**src/rtl/ram_ctrl_pkg.sv**
```systemverilog
// Shared types and defaults for the RAM4W16B arbiter slice.
// Holds the controller state encoding and the request bundle layout.
package ram_ctrl_pkg;

  localparam int WIDTH_DEF  = 16;
  localparam int AWIDTH_DEF = 2;

  typedef enum logic [1:0] {
    INIT = 2'd0,
    IDLE = 2'd1,
    ACK  = 2'd2
  } state_t;

  typedef struct packed {
    logic                  valid;
    logic                  we;
    logic [AWIDTH_DEF-1:0] addr;
    logic [WIDTH_DEF-1:0]  wdata;
  } req_t;

endpackage

```
**src/rtl/ram4w16b_arbiter_rr_pick2.sv**
```systemverilog
// Combinational two-way round-robin picker.
// With both requesters valid the one named by prio wins; otherwise the lone valid one.
module rr_pick2 (
  input  logic valid0,
  input  logic valid1,
  input  logic prio,
  output logic gnt_valid,
  output logic gnt_id
);

  assign gnt_valid = valid0 | valid1;
  assign gnt_id    = (valid0 & valid1) ? prio : valid1;

endmodule

```
**src/rtl/ram4w16b_arbiter.sv**
```systemverilog
// Two-requester arbiter/sequencer in front of a RAM4W16B: clears every word after
// reset, then serves single-word accesses round-robin at one access per two cycles.
module ram4w16b_arbiter
  import ram_ctrl_pkg::*;
#(
  parameter int WIDTH  = WIDTH_DEF,
  parameter int AWIDTH = AWIDTH_DEF
) (
  input  logic              clk,
  input  logic              reset,
  input  logic              req0_valid,
  input  logic              req0_we,
  input  logic [AWIDTH-1:0] req0_addr,
  input  logic [WIDTH-1:0]  req0_wdata,
  output logic              ack0,
  input  logic              req1_valid,
  input  logic              req1_we,
  input  logic [AWIDTH-1:0] req1_addr,
  input  logic [WIDTH-1:0]  req1_wdata,
  output logic              ack1,
  output logic [WIDTH-1:0]  rdata,
  output logic              init_done,
  output logic [WIDTH-1:0]  ram_in,
  output logic [AWIDTH-1:0] ram_addr,
  output logic              ram_load,
  input  logic [WIDTH-1:0]  ram_out
);

  localparam logic [AWIDTH-1:0] LAST_WORD = {AWIDTH{1'b1}};

  state_t            state, state_nx;
  logic [AWIDTH-1:0] init_cnt;
  logic              prio;
  logic              gnt_id;
  logic              pick_valid;
  logic              pick_id;
  logic              grant;

  rr_pick2 u_pick (
    .valid0    (req0_valid),
    .valid1    (req1_valid),
    .prio      (prio),
    .gnt_valid (pick_valid),
    .gnt_id    (pick_id)
  );

  // Reset forces INIT with init_cnt=0, so the RAM sees load=1, addr=0, data=0 while held.
  always_comb begin
    state_nx = state;
    ram_load = 1'b0;
    ram_addr = '0;
    ram_in   = '0;
    grant    = 1'b0;
    case (state)
      INIT: begin
        ram_load = 1'b1;
        ram_addr = init_cnt;
        if (init_cnt == LAST_WORD) state_nx = IDLE;
      end
      IDLE: begin
        if (pick_valid) begin
          grant    = 1'b1;
          state_nx = ACK;
          if (pick_id) begin
            ram_addr = req1_addr;
            ram_in   = req1_wdata;
            ram_load = req1_we;
          end else begin
            ram_addr = req0_addr;
            ram_in   = req0_wdata;
            ram_load = req0_we;
          end
        end
      end
      ACK:     state_nx = IDLE;
      default: state_nx = INIT;
    endcase
  end

  always_ff @(posedge clk or posedge reset) begin
    if (reset) begin
      state     <= INIT;
      init_cnt  <= '0;
      prio      <= 1'b0;
      gnt_id    <= 1'b0;
      ack0      <= 1'b0;
      ack1      <= 1'b0;
      rdata     <= '0;
      init_done <= 1'b0;
    end else begin
      state <= state_nx;
      if (state == INIT) begin
        init_cnt <= init_cnt + 1'b1;
        if (init_cnt == LAST_WORD) init_done <= 1'b1;
      end
      // Only the requester served last holds an ack, so clearing it ends the pulse.
      if (state == ACK) begin
        if (gnt_id) ack1 <= 1'b0;
        else        ack0 <= 1'b0;
      end
      // rdata captures the pre-write contents, also on write grants.
      if (grant) begin
        rdata  <= ram_out;
        gnt_id <= pick_id;
        prio   <= ~pick_id;
        if (pick_id) ack1 <= 1'b1;
        else         ack0 <= 1'b1;
      end
    end
  end

endmodule

```
**config.mk**
```make
export PLATFORM = sky130hd
export DESIGN_NAME = ram4w16b_arbiter
export DESIGN_NICKNAME = d
export VERILOG_FILES = /design/src/rtl/ram_ctrl_pkg.sv /design/src/rtl/ram4w16b_arbiter_rr_pick2.sv /design/src/rtl/ram4w16b_arbiter.sv
export SDC_FILE = /design/constraint.sdc
export NUM_CORES = 1
export LEC_CHECK = 0
export CAP_MARGIN = 10
export CORE_MARGIN = 1.5
export CORE_UTILIZATION = 33
export CTS_CLUSTER_DIAMETER = 80
export DETAILED_ROUTE_END_ITERATION = 10
export HOLD_SLACK_MARGIN = 0.12
export PLACE_DENSITY_LB_ADDON = 0.12
export SYNTH_ARGS = -nofsm -noshare
export SYNTH_HDL_FRONTEND = slang
export SYNTH_SLANG_ARGS = --single-unit
```
**constraint.sdc**
```tcl
create_clock -name clk -period 1.8 [get_ports clk]
set_input_delay 0.36 -clock clk [delete_from_list [all_inputs] [get_ports clk]]
set_output_delay 0.36 -clock clk [all_outputs]
set_load 0.1 [all_outputs]
```
### Word-level counts from Yosys, hierarchy flattened

Cells that the tools add are included.

* register bits: 25
* input port bits: 58
* logic and storage cells: 43

* $add $sub $neg: 1
* eq/ne operators: 5
* muxes and demuxes: 23
* bitwise gates (word level): 3
* reduce and logical (&&, ||, !) cells: 3

Operators by type and width (number)
* two-way mux 16 bit: 3
* two-way mux 1 bit: 13
* two-way mux 2 bit: 4
* one-hot mux 2 bit (3 select lines): 1
* equality test 2 bit (second input constant): 2
* != test 2 bit (second input constant): 2
* one-hot mux 2 bit (2 select lines): 1
* AND reduction 2 bit: 2
* adder 2 x 1 -> 2 bit (second input constant): 1
* equality test 2 x 1 -> 1 bit (second input constant): 1
* zero test 2 bit: 1
* one-hot mux 1 bit (2 select lines): 1
* AND 1 bit: 1
* inverter 1 bit: 1
* OR 1 bit: 1

### Depth between registers and ports, before layout

Gate-level depths: netlist of run 1.

* depth after elaboration: 5
* mapped depth: 4

### Hierarchy

A second synthesis of run 1 with hierarchy kept.

* cells, all modules: 108
* area, all modules: 1321.3 um^2

By module, submodules not included
* ram4w16b_arbiter: times used 1, cells each 105, area an instance 1303.8 um^2, sequential area each 625.6 um^2
* rr_pick2: times used 1, cells each 3, area an instance 17.5 um^2, sequential area each 0.0 um^2

### Worst setup path before layout of run 1

Ideal clock, no wire load.

* path kind: reg2out
* start point: reg state[1]
* end point: out ram_in[15]
* arrival: 2.239 ns
* path slack: -0.799 ns
* stages on the path, launching flop included: 5
* path through: dfrtp_1 nor2b_4 o21ai_2 buf_6 a21oi_1

* cells in the longest elaborated chain, start to end: 2

RTL lines
* start: declaration: RTL line ram4w16b_arbiter.sv:31 `state_t state, state_nx;`
* start signal: assignment: RTL line ram4w16b_arbiter.sv:91 `state <= state_nx;`
* equality test 2 x 1 -> 1 bit: RTL line ram4w16b_arbiter.sv:54 `case (state)`
* two-way mux 16 bit: RTL line ram4w16b_arbiter.sv:54
* end: declaration: RTL line ram4w16b_arbiter.sv:23 `output logic [WIDTH-1:0] ram_in,`

No other way between the ends.

### Final worst setup path of run 1

* start point: reg prio
* end point: out ram_load

* cells in the longest elaborated chain, start to end: 4

RTL lines
* start: declaration: RTL line ram4w16b_arbiter.sv:33 `logic prio;`
* start signal: assignment: RTL line ram4w16b_arbiter.sv:105 `prio <= ~pick_id;`
* two-way mux 1 bit: RTL line ram4w16b_arbiter_rr_pick2.sv:12 `assign gnt_id = (valid0 & valid1) ? prio : valid1;`
* two-way mux 1 bit: RTL line ram4w16b_arbiter.sv:64 `if (pick_id) begin`
* two-way mux 1 bit: RTL line ram4w16b_arbiter.sv:61 `if (pick_valid) begin`
* one-hot mux 1 bit (2 select lines): RTL line ram4w16b_arbiter.sv:54
* end: declaration: RTL line ram4w16b_arbiter.sv:25 `output logic ram_load,`

No other way between the ends.

==> run metrics, run 1 <==
routability cong.=0.716; largest net degree at the start of global routing=18; CTS clock-pin slew for the worst setup and hold paths=0.09 ns; vias in the first global route=1,379; Post-Syn Area=0.00126 sq mm; setup ws final=-0.199 ns; initial core utilization=0.343; post-route design area=0.00301 sq mm; final slew viol count=0; CP max FO=3; fraction of layout cells with a size suffix above 1=0.495; GRT Overall Usage=0.212; worst hold path type=primary input to asynchronous set/reset pin; clk sinks=25; minimum clock period=2.00 ns; Fmax=500 MHz; Mapped Cells=94; # DRC=0; Final Hold Fails=0; Placed Instance Area=0.00283 sq mm; first-pass GRT wire length=6850 um; maxcap violations=0; Die ar.=0.00419 sq mm; critical path endpoint category=output port; vias per inst=5.04; CTS max path bufs=2; pre-CTS setup slack=-0.388 ns; setup tns final=-2.93 ns; cell taking the most area after synthesis=dfrtp_1; Avg Inst Size Synth=13.4 sq um; Synth top area share=0.498; drt initial violations=16; Max stage delay on crit path=0.45 ns; TritonCTS clock tree=built; final worst path period share=1.11; post-synthesis sequential area ratio=0.498; yosys warns=0; TritonCTS buffer count=3; syn_nets=153; Vias=1,291; commonest non-fill, non-tap cells in the layout=clkdlybuf4s50_1, buf_12, dfrtp_1, buf_4, a22o_4; dominant cells by area after synthesis=dfrtp_1, mux2_4, a22o_1; Layout fillers=202; # port buffers=95; Routed Antenna Nets=0; CP Launch Type=register; global route overflow=0; failing checks=setup timing; Die Width=64.7 um; Final Core Density=0.823; # hold bufs at CTS=0; status=finished, violations left; register bit total from synthesis=25; Root Buffer=clkbuf_8; final wirelength=4420 um; fin nets=268; WP data required=1.44 ns; Clk Latency, worst-skew pair=0.27 ns; most common cell after layout, fill and taps aside=clkdlybuf4s50_1; Worst-Margin Slew=0.448 ns; critical path class=register to output port; DR WL/cell=17.3 um; Slew headroom=0.701; CP Cell Sequence=nor2b_4, nor3_4, buf_4, a221o_2, buf_12; DP HPWL=3300 um; # setup viols final=18; Synth cell types=26; DRT Pass-1 Iters=4; RSZ-0062 raised after global routing=true; Worst EP arrival=1.64 ns; IO Pins=96; Area Overhead vs Synth=140%; clk_skew=0.00606 ns; antenna violations before repair=0; row count=22; slowest CP cell=dfrtp_2; Die Y=64.7 um; # diodes=0; htree depth=1; Core ar.=0.00366 sq mm
[path summary, 6_finish.rpt]
kind / startpoint / endpoint / slack, ns / cells after the start
max: prio / ram_load / -0.20 / 5
min: reset / rdata[13] / 0.38 / 2
min in group clk: init_cnt[0] / init_cnt[0] / 0.52 / 1
max in group asynchronous: reset / prio / 0.98 / 3
min reg2reg: init_cnt[0] / init_cnt[0] / 0.52 / 1
max reg2reg: state[1] / rdata[7] / 0.38 / 5
[through the flow]
stage,std cells,hold slack (ns)
after global routing,256,0.454
after CTS,254,0.396
final,256,0.384
after floorplan,94,0.387
after detailed placement,244,0.498
after global placement,244,0.479
[registers in the layout, indices dropped and copies added, names as in the netlist]
name and count:
rdata 16, ack1 1, ack0 1, init_cnt 2
init_done 1, state 2, prio 1, gnt_id 1
[metal layers]
metal  part of all wire  vias up  GRT usage
met5                  0        -          0
met4              0.014        0     0.0638
met3              0.068        7     0.0382
met2               0.57       69      0.416
met1               0.34      635      0.227
li1                   -      580          -
[cells by family (layout without fill, tap and decap cells)]
kind of cell	count (synthesis)	in the layout	synth area share
AND/OR/NAND/NOR	14	15	0.0747
buffers and inverters	9	122	0.0478
XOR/XNOR	1	1	0.00697
flip-flops	25	25	0.498
AO/OA/AOI/OAI	27	27	0.180
adder cells (fa/ha/maj)	1	1	0.00996
multiplexers	17	17	0.182
[synthesized netlist by cell type]
| library cell | count |
|---|---|
| o21ai_2 | 1 |
| nand2b_1 | 1 |
| nor2b_1 | 1 |
| ha_1 | 1 |
| o21ai_0 | 1 |
| dfrtp_1 | 25 |
| mux2_1 | 6 |
| or3b_1 | 1 |
| buf_2 | 3 |
| nor2_1 | 3 |
| a22o_1 | 15 |
| a21oi_1 | 1 |
| buf_6 | 3 |
| nor2b_4 | 1 |
| mux2_2 | 1 |
| xor2_1 | 1 |
| a221o_1 | 3 |
| a21o_1 | 5 |
| and2_1 | 2 |
| nand3b_1 | 2 |
| nor3_1 | 1 |
| mux2_4 | 10 |
| and3_4 | 1 |
| inv_1 | 3 |
| o2bb2ai_1 | 1 |
| nand2_1 | 1 |
[cell type report]
cell class	count	area (sq um)	area share
Clock buffer	3	41.3	0.0137
Timing Repair Buffer	115	1530	0.509
Multi-Input combinational cell	61	734	0.244
Tap cell	48	60.1	0.0199
Inverter	3	11.3	0.00374
Clock inverter	1	5.00	0.00166
Sequential cell	25	628	0.209
[critical path: cells and delay by family, from the launching register on]
family / cells / cell delay (ns)
AOI/OAI and AO/OA: 1 / 0.36
and+or+nand+nor: 2 / 0.24
buffers and inverters: 2 / 0.32
DFF: 1 / 0.45
[what timing repair did]
item                                    4_1_cts  5_1_grt
gates cloned                                  2        0
pin swaps                                    14        2
setup buffers                                 5        2
hold endpoints to repair                      0        0
endpoints found under the setup margin       19       19
resized for setup                            15        6
Power of run 1 is left out: the tool's default activity adds up to more than one toggle a clock period on the data nets, which glitch-free logic cannot reach.
==> inputs of run 2 (changes only) <==
Settings changed: PLACE_DENSITY set to 0.85, PLACE_DENSITY_LB_ADDON 0.12 to not set.
==> run 2 against run 1 <==
Against the previous run: first-iteration DRC count grew 63%; the run still ends with setup timing left; register-to-register slack lost 0.08 ns; non-clock buffer count grew 2; fmax is essentially flat; critical path type unchanged.
==> run metrics, run 2 (synthesis gave the netlist of run 1 again) <==
status=finished, violations left; failing checks=setup timing; pre-CTS setup slack=-0.395 ns; clk sinks=25; # setup viols final=19; setup ws final=-0.198 ns; # DRC=0; vias per inst=4.93; CTS clock-pin slew for the worst setup and hold paths=0.08 ns; GRT Overall Usage=0.230; critical path class=register to output port; CTS max path bufs=2; DP HPWL=3270 um; Worst Setup SP=prio; worst hold slack=0.449 ns; CP max FO=6; antenna violations before repair=0; commonest non-fill, non-tap cells in the layout=clkdlybuf4s50_1, buf_12, dfrtp_1, a22o_4, buf_4; clk_skew=0.00523 ns; CP Launch Type=register; Layout fillers=165; slowest CP cell=dfrtp_1; routability cong.=0.854; initial core utilization=0.343; largest net degree at the start of global routing=26; Worst EP arrival=1.64 ns; area of the multi-input gates=749 sq um; Reg with most FFs=rdata; # diodes=0; post-route design area=0.00307 sq mm; drt initial violations=26; critical path endpoint category=output port; worst hold path type=primary input to asynchronous set/reset pin; DRT Pass-1 Iters=4; biggest regs=rdata (16), init_cnt (2), state (2); global route overflow=0; TritonCTS clock tree=built; # hold bufs at CTS=0; setup tns final=-3.24 ns; Root Buffer=clkbuf_8; row count=22; Routed Antenna Nets=0; TritonCTS buffer count=3; Vias=1,271; Placed Instance Area=0.00280 sq mm; Core ar.=0.00366 sq mm; minimum clock period=2.00 ns; Max stage delay on crit path=0.45 ns; Worst-Margin Slew=0.307 ns; vias in the first global route=1,435; Die Y=64.7 um; maxcap violations=0; Final Hold Fails=0; first-pass GRT wire length=7380 um; fraction of layout cells with a size suffix above 1=0.490; Die Width=64.7 um; final worst path period share=1.11; final slew viol count=0; WP data required=1.44 ns; Slew headroom=0.795; Area Overhead vs Synth=144%; Fmax=501 MHz; RSZ-0062 raised after global routing=true; max reg flops=16; fin nets=270; R2R Setup Slk=0.30 ns; most common cell after layout, fill and taps aside=clkdlybuf4s50_1; DR WL/cell=17.8 um; FF-to-FF Start=state[0]; final wirelength=4590 um; CP Cell Sequence=nor2b_4, nor3_4, buf_6, a221o_2, buf_12; Clk Latency, worst-skew pair=0.26 ns; Seq. cell area=628 sq um; Die ar.=0.00419 sq mm; # port buffers=95; IO Pins=96; htree depth=1
==> run 2: final timing paths <==
path / endpoint / cells after the start
hold reg to reg: init_cnt[0] / 1
max in group asynchronous: state[0] / 3
setup / recovery: ram_addr[0] / 5
setup reg to reg: rdata[4] / 5
hold / removal: rdata[12] / 3
min in group clk: init_cnt[0] / 1
==> run 2: per-stage QoR <==
step | utilization | cells
floorplan | - | 94
global placement | 0.764 | 242
detailed placement | 0.764 | 242
CTS | 0.833 | 257
global route | 0.838 | 258
finish | 0.838 | 258
==> run 2: worst max-delay path: cells and delay by family (launching register included) <==
| family | cells | cell delay, ns |
|---|---|---|
| buffers and inverters | 2 | 0.31 |
| flip-flops | 1 | 0.45 |
| AND/OR/NAND/NOR | 2 | 0.25 |
| AO/OA/AOI/OAI | 1 | 0.36 |
==> run 2: routing by layer <==
metal  GRT usage  part of all wire  vias up
li1            -                 -      584
met1       0.252              0.36      617
met2       0.430              0.55       68
met3      0.0764             0.085        2
met4      0.0399            0.0017        0
met5           0                 0        -
==> run 2: layout make-up <==
type | count | area share
Timing Repair Buffer | 117 | 0.513
Multi-Input combinational cell | 61 | 0.244
Sequential cell | 25 | 0.205
Tap cell | 48 | 0.0196
Clock buffer | 4 | 0.0147
Inverter | 3 | 0.00367
==> run 2: timing repair <==
item | 4_1_cts | 5_1_grt
gates cloned | 2 | 0
endpoints found under the setup margin | 19 | 19
resized for setup | 22 | 4
hold endpoints to repair | 0 | 0
buffers inserted | 9 | 1
pin swaps | 19 | 1
Power of run 2 is left out for the same reason.
